===== config.mk =====
export PLATFORM = sky130hd
export DESIGN_NAME = fabric_bitstream_framer_flat
export DESIGN_NICKNAME = d
export VERILOG_FILES = /design/src/rtl/fabric_bitstream_framer_if.sv /design/src/rtl/fabric_bitstream_framer.sv /design/src/flat_wrapper.sv
export SDC_FILE = /design/constraint.sdc
export NUM_CORES = 1
export LEC_CHECK = 0
export CORE_MARGIN = 10
export CORE_UTILIZATION = 56
export DETAILED_ROUTE_END_ITERATION = 6
export GPL_TIMING_DRIVEN = 0
export MAX_ROUTING_LAYER = met4
export PLACE_DENSITY_LB_ADDON = 0.1
export SYNTH_ARGS = -nofsm -noshare
export SYNTH_HDL_FRONTEND = slang
export SYNTH_SLANG_ARGS = --single-unit

===== constraint.sdc =====
create_clock -name clk_i -period 5.1 [get_ports clk_i]
set_input_delay 0.765 -clock clk_i [delete_from_list [all_inputs] [get_ports clk_i]]
set_output_delay 0.765 -clock clk_i [all_outputs]
set_load 0.02 [all_outputs]

===== src/rtl/fabric_bitstream_framer_if.sv =====
// Bitstream framer bus: incoming SPI-mux words and framed payload/status
// towards fabric_config. The master modport is the word source/observer,
// the slave modport is the framer itself.
interface fabric_bitstream_framer_if;
  logic [31:0] in_data_i;
  logic        in_valid_i;
  logic [31:0] out_data_o;
  logic        out_valid_o;
  logic        busy_o;
  logic        done_o;
  logic        error_o;

  modport master (
    output in_data_i, in_valid_i,
    input  out_data_o, out_valid_o, busy_o, done_o, error_o
  );

  modport slave (
    input  in_data_i, in_valid_i,
    output out_data_o, out_valid_o, busy_o, done_o, error_o
  );
endinterface


===== src/rtl/fabric_bitstream_framer.sv =====
// fabric_bitstream_framer
// Hunts for SYNC_WORD, reads a 16-bit length header and forwards exactly that
// many payload words with one cycle of latency. Idle gaps longer than
// TIMEOUT_CYCLES abort the frame. Optional feature macro BITSTREAM_CRC_EN adds
// a trailing CRC-32 check (poly 0x04C11DB7, MSB first, init all-ones, no xorout).
module fabric_bitstream_framer #(
  parameter logic [31:0] SYNC_WORD        = 32'hFAB0_FAB1,
  parameter logic [31:0] MAX_LENGTH_WORDS = 32'h0000_1762,
  parameter logic [23:0] TIMEOUT_CYCLES   = 24'd1_000_000
) (
  input logic                        clk_i,
  input logic                        rst_ni,
  fabric_bitstream_framer_if.slave   bus
);

`ifdef BITSTREAM_CRC_EN
  typedef enum logic [1:0] {S_HUNT, S_LEN, S_PAYLOAD, S_CRC} state_e;

  localparam logic [31:0] CRC_POLY = 32'h04C1_1DB7;

  // Full 32-bit word folded into the CRC, MSB first.
  function automatic logic [31:0] crc32_step(input logic [31:0] crc,
                                             input logic [31:0] data);
    logic [31:0] c;
    logic [31:0] d;
    c = crc;
    d = data;
    for (int unsigned i = 0; i < 32; i++) begin
      if (c[31] ^ d[31]) c = {c[30:0], 1'b0} ^ CRC_POLY;
      else               c = {c[30:0], 1'b0};
      d = {d[30:0], 1'b0};
    end
    return c;
  endfunction

  logic [31:0] crc_q, crc_d;
`else
  typedef enum logic [1:0] {S_HUNT, S_LEN, S_PAYLOAD} state_e;
`endif

  state_e      state_q, state_d;
  logic [15:0] cnt_q, cnt_d;
  logic [23:0] idle_q, idle_d;
  logic [31:0] out_data_q, out_data_d;
  logic        out_valid_q, out_valid_d;
  logic        busy_q, busy_d;
  logic        done_q, done_d;
  logic        error_q, error_d;
  logic [15:0] len_w;

  assign len_w = bus.in_data_i[15:0];

  // State and all registered outputs.
  always_ff @(posedge clk_i or negedge rst_ni) begin
    if (!rst_ni) begin
      state_q     <= S_HUNT;
      cnt_q       <= '0;
      idle_q      <= '0;
      out_data_q  <= '0;
      out_valid_q <= 1'b0;
      busy_q      <= 1'b0;
      done_q      <= 1'b0;
      error_q     <= 1'b0;
`ifdef BITSTREAM_CRC_EN
      crc_q       <= '0;
`endif
    end else begin
      state_q     <= state_d;
      cnt_q       <= cnt_d;
      idle_q      <= idle_d;
      out_data_q  <= out_data_d;
      out_valid_q <= out_valid_d;
      busy_q      <= busy_d;
      done_q      <= done_d;
      error_q     <= error_d;
`ifdef BITSTREAM_CRC_EN
      crc_q       <= crc_d;
`endif
    end
  end

  // Next-state, counters and output values.
  always_comb begin
    state_d     = state_q;
    cnt_d       = cnt_q;
    idle_d      = idle_q;
    out_data_d  = out_data_q;
    out_valid_d = 1'b0;
    busy_d      = busy_q;
    done_d      = 1'b0;
    error_d     = error_q;
`ifdef BITSTREAM_CRC_EN
    crc_d       = crc_q;
`endif

    if (state_q == S_HUNT) begin
      idle_d = '0;
      if (bus.in_valid_i && (bus.in_data_i == SYNC_WORD)) begin
        state_d = S_LEN;
        busy_d  = 1'b1;
        error_d = 1'b0;
`ifdef BITSTREAM_CRC_EN
        crc_d   = '1;
`endif
      end
    end else if (!bus.in_valid_i) begin
      // The TIMEOUT_CYCLES-th consecutive idle cycle aborts the frame.
      if (idle_q == TIMEOUT_CYCLES - 24'd1) begin
        idle_d  = '0;
        state_d = S_HUNT;
        busy_d  = 1'b0;
        error_d = 1'b1;
      end else begin
        idle_d = idle_q + 24'd1;
      end
    end else begin
      idle_d = '0;
      case (state_q)
        S_LEN: begin
          if ((len_w == 16'd0) || ({16'd0, len_w} > MAX_LENGTH_WORDS)) begin
            state_d = S_HUNT;
            busy_d  = 1'b0;
            error_d = 1'b1;
          end else begin
            cnt_d   = len_w;
            state_d = S_PAYLOAD;
          end
        end
        S_PAYLOAD: begin
          out_valid_d = 1'b1;
          out_data_d  = bus.in_data_i;
          cnt_d       = cnt_q - 16'd1;
`ifdef BITSTREAM_CRC_EN
          crc_d       = crc32_step(crc_q, bus.in_data_i);
          if (cnt_q == 16'd1) state_d = S_CRC;
`else
          if (cnt_q == 16'd1) begin
            state_d = S_HUNT;
            busy_d  = 1'b0;
            done_d  = 1'b1;
          end
`endif
        end
`ifdef BITSTREAM_CRC_EN
        S_CRC: begin
          state_d = S_HUNT;
          busy_d  = 1'b0;
          if (bus.in_data_i == crc_q) done_d  = 1'b1;
          else                        error_d = 1'b1;
        end
`endif
        default: state_d = S_HUNT;
      endcase
    end
  end

  assign bus.out_data_o  = out_data_q;
  assign bus.out_valid_o = out_valid_q;
  assign bus.busy_o      = busy_q;
  assign bus.done_o      = done_q;
  assign bus.error_o     = error_q;

endmodule

===== src/flat_wrapper.sv =====
// flat-port wrapper written by rule: the top's interface ports become plain ports
module fabric_bitstream_framer_flat 
#(
  parameter logic [31:0] SYNC_WORD        = 32'hFAB0_FAB1,
  parameter logic [31:0] MAX_LENGTH_WORDS = 32'h0000_1762,
  parameter logic [23:0] TIMEOUT_CYCLES   = 24'd1_000_000
)
  (clk_i, rst_ni, bus_in_data_i, bus_in_valid_i, bus_out_data_o, bus_out_valid_o, bus_busy_o, bus_done_o, bus_error_o);
  fabric_bitstream_framer_if bus_i ();
  input logic clk_i;
  input logic rst_ni;
  input wire logic [$bits(bus_i.in_data_i)-1:0] bus_in_data_i;
  input wire logic [$bits(bus_i.in_valid_i)-1:0] bus_in_valid_i;
  output wire logic [$bits(bus_i.out_data_o)-1:0] bus_out_data_o;
  output wire logic [$bits(bus_i.out_valid_o)-1:0] bus_out_valid_o;
  output wire logic [$bits(bus_i.busy_o)-1:0] bus_busy_o;
  output wire logic [$bits(bus_i.done_o)-1:0] bus_done_o;
  output wire logic [$bits(bus_i.error_o)-1:0] bus_error_o;
  assign bus_i.in_data_i = bus_in_data_i;
  assign bus_i.in_valid_i = bus_in_valid_i;
  assign bus_out_data_o = bus_i.out_data_o;
  assign bus_out_valid_o = bus_i.out_valid_o;
  assign bus_busy_o = bus_i.busy_o;
  assign bus_done_o = bus_i.done_o;
  assign bus_error_o = bus_i.error_o;
  fabric_bitstream_framer #(.SYNC_WORD(SYNC_WORD), .MAX_LENGTH_WORDS(MAX_LENGTH_WORDS), .TIMEOUT_CYCLES(TIMEOUT_CYCLES)) u_core (.clk_i(clk_i), .rst_ni(rst_ni), .bus(bus_i));
endmodule

* Yosys cells after proc, flatten, opt, wreduce, memory -nomap -nowiden
Index checks and enable logic that the tools add are counted.
** Cells by class
- Order comparisons :: 1
- Reductions and logical operators :: 11
- Add/sub/neg operators :: 2
- Eq/ne operators :: 12
- Bitwise logic cells :: 1
- Mux-type cells :: 32
** Operators by type and width (number)
- 24-bit two-way mux :: 3
- 32-bit equality test, second input constant :: 1
- 16-bit one-hot mux with 2 select lines :: 1
- 24-bit by 1-bit adder with 24-bit output, second input constant :: 1
- 24-bit by 20-bit equality test with 1-bit output, second input constant :: 1
- 1-bit two-way mux :: 19
- 16-bit by 1-bit equality test with 1-bit output, second input constant :: 1
- 16-bit by 13-bit greater-than comparator with 1-bit output, second input constant :: 1
- 16-bit logical NOT :: 1
- 16-bit two-way mux :: 1
- 16-bit by 1-bit subtractor with 16-bit output, second input constant :: 1
- 2-bit two-way mux :: 6
- 4-bit by 2-bit != test with 1-bit output, second input constant :: 2
- 4-bit AND reduction :: 2
- 3-bit by 1-bit != test with 1-bit output, second input constant :: 2
- 3-bit AND reduction :: 2
- 5-bit AND reduction :: 1
- 2-bit != test, second input constant :: 2
- 4-bit by 1-bit != test with 1-bit output, second input constant :: 1
- 2-bit one-hot mux with 2 select lines :: 1
- 3-bit nonzero test :: 1
- 2-bit by 1-bit equality test with 1-bit output, second input constant :: 1
- 2-bit equality test, second input constant :: 1
- 2-bit logical NOT :: 1
- 5 further kinds :: 5
** Storage, ports and cells
- Word-level logic and storage cells :: 67
- Output and inout bits :: 36
- Bits in registers :: 78
- Bits of input ports :: 35

* Depth between registers and ports, before layout
- Word-level depth :: 6
- Gate-level depth with buffers :: 8
- Mapped depth without buffers :: 7

* Worst setup path before layout
Ideal clock, no wire load.
- Path kind :: input -> register
- Start point :: in bus_in_data_i[3]
- End point :: reg u_core.error_q (netlist: u_core.bus.error_o)
- Arrival :: 2.395 ns
- Data required time :: 4.981 ns
- Setup time :: 0.119 ns
- Stages on the path :: 5
- Buffers on the path :: 0
- Setup slack :: 2.587 ns
- Path through :: or3_1 or4_1 or4_1 nor4_2 o21ba_1
** Between the ends
- Longest elaborated chain between the ends :: 4
- Elaborated cells between the ends (all ways) :: 8
- Classes of those cells :: order compare: 1; eq/ne: 3; reduce/logical: 4
** Ends and longest elaborated chain
- start: declaration :: line flat_wrapper.sv:12 : input wire logic [$bits(bus_i.in_data_i)-1:0] bus_in_data_i;
- 16-bit by 13-bit greater-than comparator with 1-bit output (tied with other cells) :: line fabric_bitstream_framer.sv:120 : if ((len_w == 16'd0) || ({16'd0, len_w} > MAX_LENGTH_WORDS)) begin
- 1-bit logical OR or 1-bit logical AND (tied branches) :: line fabric_bitstream_framer.sv:120, fabric_bitstream_framer.sv:98
- 3-bit by 1-bit != test with 1-bit output (no line) or 2-bit != test (tied branches)
- 4-bit AND reduction (no line) *
- end signal: assignment :: line fabric_bitstream_framer.sv:75 : error_q <= error_d;
- end: declaration :: line fabric_bitstream_framer.sv:48 : logic error_q, error_d;
Every way passes the cells marked *; elsewhere a longest branch is shown, timed or not.
A chain may end at the register's enable or synchronous reset.

* Final worst setup path
Ends and elaborated chain as after synthesis.

==> flow_summary.html <==
<table>
<tr><th>Metric</th><th>Value</th></tr>
<tr><th colspan="2">Setup path</th></tr>
<tr><td>Depth of the worst register-to-register path</td><td>6</td></tr>
<tr><td>Startpoint type of the worst setup path</td><td>input pin</td></tr>
<tr><td>Critical path data required time</td><td>approximately 5.3 ns</td></tr>
<tr><td>Series of cell instances along the critical path</td><td>clkdlybuf4s50_1 -&gt; or3_1 -&gt; or4_1 -&gt; or4_1 -&gt; nor4_2 -&gt; o21ba_1</td></tr>
<tr><td>Slowest cell on crit path</td><td>sky130_fd_sc_hd__or4_1</td></tr>
<tr><td>Worst setup path category</td><td>input pin to flop</td></tr>
<tr><td>Worst path max stage delay</td><td>just under 0.6 ns</td></tr>
<tr><td>Largest delay contributor family on the critical path</td><td>simple AND/OR/NAND/NOR gates</td></tr>
<tr><td>Cell occurring most often along the worst timing path</td><td>sky130_fd_sc_hd__or4_1</td></tr>
<tr><td>RR Startpoint</td><td>u_core.cnt_q[4]$_DFFE_PN0P_</td></tr>
<tr><td>RR Endpoint</td><td>u_core.cnt_q[12]$_DFFE_PN0P_</td></tr>
<tr><td>Category of the worst setup path capture point</td><td>flop</td></tr>
<tr><td>Number of buffers and inverters on the critical path</td><td>1</td></tr>
<tr><td>Critical path fanouts, max</td><td>4</td></tr>
<tr><td>Arrival time reported for the critical path endpoint</td><td>just over 3 ns</td></tr>
<tr><td>Worst setup slack for register-to-register paths</td><td>around 2.8 ns</td></tr>
<tr><th colspan="2">Place</th></tr>
<tr><td>IO Port Bufs</td><td>70</td></tr>
<tr><td>Detailed Place HPWL</td><td>7.47 mm</td></tr>
<tr><td>Standard cell area after detailed placement</td><td>0.00460 mm²</td></tr>
<tr><td>Placer's final routability congestion estimate</td><td>0.940</td></tr>
<tr><td>Worst slack after detailed placement</td><td>roughly 1.9 ns</td></tr>
<tr><th colspan="2">Clock tree</th></tr>
<tr><td>Resize count post-CTS</td><td>0</td></tr>
<tr><td>Clock root buffer master</td><td>sky130_fd_sc_hd__clkbuf_8</td></tr>
<tr><td>CTS tree</td><td>built</td></tr>
<tr><td>TritonCTS buffer count</td><td>9</td></tr>
<tr><td>Setup bufs post-CTS</td><td>0</td></tr>
<tr><td>Clock transition at path regs</td><td>0.08 ns</td></tr>
<tr><td>Hold bufs inserted after CTS</td><td>0</td></tr>
<tr><td>Clock latency reported for the late side of the worst-skew pair</td><td>0.35 ns</td></tr>
<tr><td>Maximum level of the CTS H-tree</td><td>3</td></tr>
<tr><td>CTS sink cnt</td><td>a little under 80</td></tr>
<tr><td>Max Buffers Root-to-Sink</td><td>2</td></tr>
<tr><th colspan="2">Power</th></tr>
<tr><td>Power per Cell Area</td><td>about 240 mW/mm²</td></tr>
<tr><td>Clock share of power</td><td>a little under two fifths</td></tr>
<tr><td>Reg power frac</td><td>a little over half</td></tr>
<tr><td>Net Sw Frac</td><td>23.3%</td></tr>
<tr><td>Leakage power figure</td><td>~2.2 nW</td></tr>
<tr><td>Internal power component</td><td>roughly 0.89 mW</td></tr>
<tr><td>Total power consumption of the routed design</td><td>1.15 mW</td></tr>
<tr><td>Net switching power figure</td><td>roughly 0.27 mW</td></tr>
<tr><td>Logic gate share of total power</td><td>7.3%</td></tr>
<tr><td>Max rail drop VDD</td><td>between 150 and 200 µV</td></tr>
<tr><th colspan="2">Final layout</th></tr>
<tr><td>Commonest cells after routing, fill and taps aside</td><td>sky130_fd_sc_hd__nand2_1 (112), sky130_fd_sc_hd__dfrtp_1 (78), sky130_fd_sc_hd__clkdlybuf4s50_1 (69)</td></tr>
<tr><td>Synthesis-to-layout area growth</td><td>26.6%</td></tr>
<tr><td>Final std cell area, no fill</td><td>about 0.0048 mm²</td></tr>
<tr><td>Layout Nets</td><td>~540</td></tr>
<tr><td>Most frequent standard cell in the layout excluding fill and tap cells</td><td>sky130_fd_sc_hd__nand2_1</td></tr>
<tr><td>Share of final-layout standard cells stronger than drive strength 1</td><td>roughly 4.9%</td></tr>
<tr><td>Fill cell count</td><td>between 400 and 500</td></tr>
<tr><td>Multi-input combinational cell area</td><td>about 0.0017 mm²</td></tr>
<tr><td>Footprint of the flip-flops and latches</td><td>between 0.0015 and 0.002 mm²</td></tr>
<tr><th colspan="2">Detailed routing</th></tr>
<tr><td>Iteration count of the initial detailed-routing pass</td><td>5</td></tr>
<tr><td>Drc violations</td><td>0</td></tr>
<tr><td>Detailed Route WL</td><td>10.1 mm</td></tr>
<tr><td>DRC marker count from the first detailed-route iteration</td><td>roughly 230</td></tr>
<tr><td>Wire length per cell after detailed routing</td><td>17.3 µm</td></tr>
<tr><td>Vias after detailed routing</td><td>between 3k and 4k</td></tr>
<tr><td>Remaining number of nets flagged by the antenna check after routing</td><td>0</td></tr>
<tr><td>Vias/cell</td><td>just under 6</td></tr>
<tr><th colspan="2">Logic synthesis</th></tr>
<tr><td>Multiplexer area fraction after synthesis</td><td>less than 1%</td></tr>
<tr><td>Post-synthesis cell count</td><td>between 400 and 500</td></tr>
<tr><td>Area share of xor/xnor cells in the synthesized design</td><td>under 10%</td></tr>
<tr><td>Post-synthesis adder-cell area fraction</td><td>less than 1%</td></tr>
<tr><td>Post-synthesis simple-gate area fraction</td><td>around 29%</td></tr>
<tr><td>Post-synthesis register bit count</td><td>a little under 80</td></tr>
<tr><td>Number of library cell types mapped by synthesis</td><td>50</td></tr>
<tr><td>Post-synth net total</td><td>around 460</td></tr>
<tr><td>Post-synth EDFFs</td><td>0</td></tr>
<tr><td>Largest family of logic cells by synthesized area</td><td>simple AND/OR/NAND/NOR gates</td></tr>
<tr><td>Post-synthesis compound-gate area fraction</td><td>9.76%</td></tr>
<tr><td>Warning count from the yosys run</td><td>0</td></tr>
<tr><td>Synth Flop Type</td><td>sky130_fd_sc_hd__dfrtp_1</td></tr>
<tr><td>Fraction of synthesis flops using an asynchronous set or reset pin</td><td>100%</td></tr>
<tr><td>Post-synthesis average cell area</td><td>approximately 9 µm²</td></tr>
<tr><td>Netlist Area Pre-Place</td><td>between 0.003 and 0.004 mm²</td></tr>
<tr><td>Proportion of synthesized chip area in sequential cells</td><td>between 50% and 60%</td></tr>
<tr><th colspan="2">GRT</th></tr>
<tr><td>Vias in the first global route</td><td>around 3.4k</td></tr>
<tr><td>Overall routing resource usage</td><td>20.8%</td></tr>
<tr><td>Antenna violations before repair</td><td>1</td></tr>
<tr><td>Sum of overflow across all layers after global routing</td><td>0</td></tr>
<tr><td>Wire length of the first global-routing pass</td><td>16.5 mm</td></tr>
<tr><td>Largest net degree at the start of global routing</td><td>55</td></tr>
<tr><th colspan="2">Floorplan</th></tr>
<tr><td>Width of the chip</td><td>102 µm</td></tr>
<tr><td>FP Rows</td><td>29</td></tr>
<tr><td>Effective utilization at floorplan</td><td>58.5%</td></tr>
<tr><td>Core Area</td><td>between 0.006 and 0.007 mm²</td></tr>
<tr><td>Number of placed I/O pins</td><td>71</td></tr>
<tr><td>Overall die height</td><td>roughly 100 µm</td></tr>
<tr><td>Overall die area</td><td>around 0.010 mm²</td></tr>
<tr><th colspan="2">STA</th></tr>
<tr><td>Max Fclk</td><td>about 350 MHz</td></tr>
<tr><td>Count of final hold-check violations</td><td>0</td></tr>
<tr><td>Post-route worst setup slack</td><td>approximately 2.2 ns</td></tr>
<tr><td>Accumulated negative setup slack</td><td>0 ns</td></tr>
<tr><td>Final hold slack</td><td>slightly above 0.3 ns</td></tr>
<tr><td>Total of endpoints with negative setup slack in the final report</td><td>0</td></tr>
<tr><td>Worst-margin pin slew</td><td>between 0.7 and 0.8 ns</td></tr>
<tr><td>Relative slew slack</td><td>50.8%</td></tr>
<tr><td>Clock Skew</td><td>0.00859 ns</td></tr>
<tr><td>Number of pins with negative max-slew slack in the final report</td><td>0</td></tr>
<tr><td>Period Utilization, post-route</td><td>between 50 and 60%</td></tr>
<tr><td>Post-route minimum period</td><td>between 2 and 3 ns</td></tr>
<tr><td>Unrepaired setup endpoints after global routing</td><td>no</td></tr>
<tr><th colspan="2">Run</th></tr>
<tr><td>Max-cap check violation count</td><td>0</td></tr>
<tr><th colspan="2">Outcome</th></tr>
<tr><td>Run status</td><td>finished, final reports clean</td></tr>
<tr><th colspan="2">Worst hold path</th></tr>
<tr><td>Worst min-delay path class</td><td>input pin to asynchronous set/reset pin</td></tr>
</table>
state kept, by name, summed over array words and instances (netlist names):
register	cells
u_core.bus.error_o	1
u_core.bus.done_o	1
u_core.state_q	2
u_core.cnt_q	16
u_core.bus.busy_o	1
u_core.bus.out_valid_o	1
u_core.idle_q	24
u_core.bus.out_data_o	32
power groups by stage:
stage | Combinational (mW) | Sequential, mW | Clock, mW
final | 0.0848 | 0.627 | 0.443
after global routing | 0.0924 | 0.628 | 0.482
after CTS | 0.0848 | 0.627 | 0.447
after detailed placement | 0.0843 | 0.639 | 0
after global placement | 0.0811 | 0.639 | 0
after floorplan | 0.0208 | 0.641 | 0
cell usage after synthesis (all sizes together), types with 7 or more instances:
cell type / instances / area, µm²
a21oi: 11 / 55.1
and3: 8 / 50.1
clkbuf: 19 / 72.6
dfrtp: 78 / 1950
inv: 10 / 37.5
nand2: 112 / 420
nand3: 16 / 80.1
nand4: 11 / 68.8
nor2: 37 / 146
nor3: 11 / 55.1
nor4: 10 / 68.8
o21ai: 7 / 35.0
o22ai: 11 / 68.8
xnor2: 8 / 70.1
xor2: 14 / 123
how the worst max path moves through the flow:
stage | from | endpoint | slack, ns | depth (start not counted)
after detailed placement | bus_in_data_i[3] | u_core.bus.error_o$_DFFE_PN0P_ | 1.88 | 6
after global routing | bus_in_data_i[3] | u_core.bus.error_o$_DFFE_PN0P_ | 2.15 | 6
after floorplan | bus_in_data_i[3] | u_core.bus.error_o$_DFFE_PN0P_ | 2.59 | 5
after CTS | bus_in_data_i[3] | u_core.bus.error_o$_DFFE_PN0P_ | 2.24 | 6
final | bus_in_data_i[3] | u_core.bus.error_o$_DFFE_PN0P_ | 2.24 | 6
after global placement | rst_ni | u_core.bus.out_data_o[9]$_DFFE_PN0P_ | 0.52 | 1
stage by stage:
step,util (%),std cells
global placement,70.9,568
floorplan,-,421
global route,74.1,585
CTS,74.0,584
finish,74.1,585
detailed placement,71.3,569
cell families after synthesis:
kind of cell / Yosys count
compound gates: 53
xor+xnor: 22
fa+ha+maj: 3
buf+inv: 32
flops: 78
mux: 1
simple gates: 232
cell type report:
cell class / instances / share of cell area, %
multi-input cells: 311 / 35.5
inverters: 10 / 0.785
diodes: 1 / 0.0523
clock buffers: 11 / 2.75
clock inverters: 4 / 1.02
flip-flops and latches: 78 / 40.8
repair buffers: 71 / 15.2
plain buffers: 22 / 1.94
well taps: 77 / 2.01
per-layer routing:
layer | GRT usage [%] | up-vias | share of wire (%)
met5 | - | - | 0
met4 | 8.13 | 0 | 1.5
met3 | 8.43 | 18 | 9.5
met2 | 29.8 | 134 | 45
met1 | 25.6 | 1619 | 44
li1 | - | 1612 | -
Note: power is estimated with default switching activity, not from simulation.
==> patch 1, RTL diff (same settings) <==
Add a define of `BITSTREAM_CRC_EN`.
--- a/src/rtl/fabric_bitstream_framer.sv
+++ b/src/rtl/fabric_bitstream_framer.sv
@@ -5,2 +5,4 @@
 // a trailing CRC-32 check (poly 0x04C11DB7, MSB first, init all-ones, no xorout).
+`define BITSTREAM_CRC_EN
+
 module fabric_bitstream_framer #(
Function: changed (a bounded check fails within 4 cycles, from zero or initial values and one cycle with rst_ni low).
==> patch 1 against the unedited design <==
Register-to-register slack lost 1800 ps; sequential cell count grew 32; area after synthesis grew 130%; non-clock buffer count grew 3; cell area grew 110%; worst hold slack gained 140 ps; setup slack lost 1800 ps; critical path type unchanged; wire length grew 140%; die area grew 100%; critical endpoint is now u_core.crc_q[23]$_DFFE_PN0P_.
Power is left out: the tool's default activity adds up to more than one toggle a clock period on the data nets, which glitch-free logic cannot reach.
==> patch 1: results (changes against the unedited design) <==
| Metric | Value |
|---|---|
| Crit path largest cell delay | 660 ps (was 580 ps) |
| Multiplexer area fraction after synthesis | 0.244% (was 0.265%) |
| Sequential share of the synthesized area | 31.6% (was 51.6%) |
| Worst r2r src | u_core.crc_q[21]$_DFFE_PN0P_ (was u_core.cnt_q[4]$_DFFE_PN0P_) |
| Fill cells | 1185 (was 457) |
| Compound-Gate Fraction of Synth Area | 7.03% (was 9.76%) |
| Worst setup path end | u_core.crc_q[23]$_DFFE_PN0P_ (was u_core.bus.error_o$_DFFE_PN0P_) |
| Wire length on met1 | 10200 um (was 4410 um) |
| R2r setup slk | 1000 ps (was 2820 ps) |
| Met3 wire len | 1130 um (was 959 um) |
| Async S/R FF share, synth | 100% (unchanged) |
| Xor and xnor area share after synthesis | 43.8% (was 5.10%) |
| Placer Congestion | 0.976 (was 0.940) |
| Met2 routed WL | 12000 um (was 4590 um) |
| Worst-margin pin slew | 762 ps (was 732 ps) |
| Syn nets | 827 (was 459) |
| CP top delay family | XOR/XNOR gates (was simple AND/OR/NAND/NOR gates) |
| Layout cells sized above 1 | 9.57% (was 4.93%) |
| F_max | 0.216 GHz (was 0.350 GHz) |
| Critical path fanouts, max | 9 (was 4) |
| Wire per inst | 22.8 um (was 17.3 um) |
| DP HPWL | 18500 um (was 7470 um) |
| Post-synth top cells | nand2_1, dfrtp_1, xnor2_1 (was nand2_1, dfrtp_1, nor2_1) |
| Worst skew pair latency | 370 ps (was 350 ps) |
| Worst Clk Skew | 9.51 ps (was 8.59 ps) |
| Slowest-stage cell, CP | xnor3_2 (was or4_1) |
| 1st-iter DRT viols | 481 (was 234) |
| # diodes | 0 (was 1) |
| Count of cell types in the netlist | 62 (was 50) |
| Status | finished clean (unchanged) |
| DRT Pass-1 Iters | 5 (unchanged) |
| Worst r2r path cells | 8 (was 6) |
| Worst Setup SP | bus_in_data_i[29] (was bus_in_data_i[3]) |
| Pre-CTS setup slack | 173 ps (was 1880 ps) |
| Via density per instance | 5.88 (was 5.78) |
| Worst r2r dst | u_core.crc_q[23]$_DFFE_PN0P_ (was u_core.cnt_q[12]$_DFFE_PN0P_) |
| CP Data Arrival Time | 4890 ps (was 3100 ps) |
| Port Buf Inserts | 68 (was 70) |
| Clk root buf | clkbuf_16 (was clkbuf_8) |
| Top cells by area, synth | dfrtp_1, xnor3_1, xnor2_1, nand2_1, xor2_1 (was dfrtp_1, nand2_1, nor2_1, xor2_1, nand3_1) |
| Vias in the first global route | 6247 (was 3444) |
==> patch 1: cell types whose count changed in the layout (fill, tap and decap cells not counted), moves of 16 or more <==
cell     unedited run  this run
a21oi_1            11        34
dfrtp_1            78       110
o22a_1              0        17
xnor2_1             8       105
xnor2_2             0        16
xnor3_1             0        56
xor2_1             14        44
==> patch 1: layer usage <==
metal	vias up	track usage, %
li1	2846	-
met1	3094	30.5
met2	218	40.6
met3	41	3.59
met4	0	7.61
met5	-	-
==> patch 1: layout make-up <==
cell class              instances  area share (%)
flip-flops and latches        110            27.6
well taps                     188            2.36
plain buffers                  27            1.37
inverters                      14           0.552
multi-input cells             631            57.9
clock inverters                 6           0.790
clock buffers                  10            2.40
repair buffers                 69            7.07
==> patch 1: stage by stage <==
stage	hold slack, ps	cells	area, um^2	setup TNS (ps)
final	445	1055	9970	0
after detailed placement	462	1039	9660	0
after global placement	460	1038	9630	-94540
after global routing	496	1055	9970	0
after floorplan	447	782	8720	0
after CTS	473	1055	9970	0
==> patch 2, RTL diff (same flow settings) <==
Made on the original files. The 3 states of `state_e` get a one-hot encoding in 3 bits.
--- a/src/rtl/fabric_bitstream_framer.sv
+++ b/src/rtl/fabric_bitstream_framer.sv
@@ -37,3 +37,3 @@
 `else
-  typedef enum logic [1:0] {S_HUNT, S_LEN, S_PAYLOAD} state_e;
+  typedef enum logic [2:0] {S_HUNT = 3'b001, S_LEN = 3'b010, S_PAYLOAD = 3'b100} state_e;
 `endif
Function: same outputs for any inputs over 4 cycles, from zero or initial values and one cycle with rst_ni low; so few cycles prove little.
==> patch 2 against the unedited design <==
Count of clock-buffer cells in the layout down 1; global-route usage down 0.38 points; first-iteration DRC count down 29%; wire length down 1.0%; via count up 2.8%; area after synthesis up 2.1%; setup slack worse by 190 ps; cell area up 2.8%; clock skew up 2.0 ps; utilization down 1.3 points; sequential cell count up 1; register-to-register slack worse by 210 ps; largest cell class unchanged.
Power is not compared: it rests on default switching activity, and its combinational part moved more than twofold at a synthesized area within 25%.
==> patch 2: results (changes against the unedited design) <==
| Metric | Value |
|---|---|
| H-tree depth | 3 (unchanged) |
| Placer Congestion | 0.896 (was 0.940) |
| Largest net degree at the start of global routing | 44 (was 55) |
| DP HPWL | 7410 um (was 7470 um) |
| # diodes | 0 (was 1) |
| Vias in the first global route | 3506 (was 3444) |
| GR Util met3 | 4.22% (was 8.43%) |
| Gate Count Post-Synth | 444 (was 421) |
| GRT met1 Usage | 24.7% (was 25.6%) |
| Final net count | 563 (was 541) |
| Worst skew pair latency | 360 ps |
| Met3 wire len | 649 um (was 959 um) |
| Fill cells | 548 (was 457) |
| Async S/R FF share, synth | 100% (unchanged) |
| Max transition margin | 54.3% (was 50.8%) |
| Critical path fanouts, max | 10 (was 4) |
| Placed insts | 594 (was 569) |
| Status | finished clean (unchanged) |
| Syn nets | 482 (was 459) |
| Post-synth top cells | nand2_1, dfrtp_1, nor2_1 (unchanged) |
| Met2 usage | 33.3% (was 29.8%) |
| Worst Clk Skew | 10.6 ps (was 8.59 ps) |
| Initial antenna violation count | 0 (was 1) |
| Layout cells sized above 1 | 5.85% (was 4.93%) |
| Count of cell types in the netlist | 47 (was 50) |
| First-pass GRT wire length | 16800 um (was 16500 um) |
| Sequential share of the synthesized area | 51.3% (was 51.6%) |
| Top cells by area, synth | dfrtp_1, nand2_1, nor2_1, a21oi_1, o21ai_0 (was dfrtp_1, nand2_1, nor2_1, xor2_1, nand3_1) |
| Port Buf Inserts | 69 (was 70) |
| CTS Buffer Depth | 2 (unchanged) |
| Total global routing track utilization | 20.4% (was 20.8%) |
| Cell Count, Final, Fillers Out | 610 (was 585) |
| Wire length on met1 | 4330 um (was 4410 um) |
| 1st-iter DRT viols | 167 (was 234) |
| Max reg flops | 32 (unchanged) |
| Wire per inst | 16.4 um (was 17.3 um) |
| Met2 routed WL | 4850 um (was 4590 um) |
## patch 2: cell types whose count changed after synthesis, moves of 4 or more
cell	change
or4_1	+5
clkbuf_1	-5
o22ai_1	-11
nor2_1	+7
a21oi_1	+13
and3_1	-7
inv_1	-4
o21ai_0	+14
or3_1	-5
nand2_1	+12
o31ai_1	-4
and2_1	-4
## patch 2: through the flow
step / area, um^2 / util (%) / total power, mW / worst slack (ps) / hold WS [ps]
6_report: 4920 / 72.8 / 1.42 / 2060 / 360
5_1_grt: 4920 / 72.8 / 1.47 / 1860 / 384
4_1_cts: 4920 / 72.8 / 1.43 / 2080 / 376
3_5_place_dp: 4670 / 69.1 / 0.850 / 1730 / 461
3_3_place_gp: 4650 / 68.8 / 0.844 / 565 / 458
2_1_floorplan: 3860 / - / 0.765 / 2530 / 457
## patch 2: final cells by class
class | count | area, um^2 | share of cell area [%]
Buffer | 20 | 81.3 | 1.65
Clock buffer | 10 | 138 | 2.80
Clock inverter | 6 | 115 | 2.34
Inverter | 6 | 22.5 | 0.458
Multi-Input combinational cell | 339 | 1780 | 36.1
Sequential cell | 79 | 1980 | 40.2
Tap cell | 80 | 100 | 2.03
Timing Repair Buffer | 70 | 708 | 14.4
## patch 2: critical path, cell delays in order
cell	delay, ps
clkdlybuf4s50_1	500
or4b_2	700
a21oi_1	230
o311ai_1	260
o21a_1	270
clkbuf_1	220
o21ai_0	220
o21ai_0	100
## patch 2: cells by family (layout without fill, tap and decap cells)
| kind of cell | Yosys count | after routing | share of synthesized area (%) |
|---|---|---|---|
| AOI/OAI and AO/OA | 69 | 69 | 11.0 |
| xor gates and xnor gates | 22 | 22 | 4.99 |
| adders and majority gates | 3 | 3 | 0.973 |
| buffers and inverters | 26 | 112 | 2.69 |
| DFF | 79 | 79 | 51.3 |
| and+or+nand+nor | 245 | 245 | 29.1 |
## patch 2: power breakdown
part           switching, mW  internal [mW]
clock                  0.236          0.343
sequential            0.0130          0.646
combinational          0.106         0.0729
## patch 2: path summary, 6_finish.rpt
kind / from / endpoint / slack (ps) / depth (start not counted)
min in group clk_i: u_core.bus.out_data_o[4]$_DFFE_PN0P_ / u_core.bus.out_data_o[4]$_DFFE_PN0P_ / 480 / 2
max in group asynchronous: rst_ni / u_core.state_q[0]$_DFFE_PN1P_ / 4100 / 2
setup / recovery: bus_in_data_i[14] / u_core.cnt_q[7]$_DFFE_PN0P_ / 2060 / 8
hold reg to reg: u_core.bus.out_data_o[4]$_DFFE_PN0P_ / u_core.bus.out_data_o[4]$_DFFE_PN0P_ / 480 / 2
hold / removal: rst_ni / u_core.cnt_q[8]$_DFFE_PN0P_ / 360 / 1
setup reg to reg: u_core.cnt_q[4]$_DFFE_PN0P_ / u_core.cnt_q[13]$_DFFE_PN0P_ / 2610 / 8
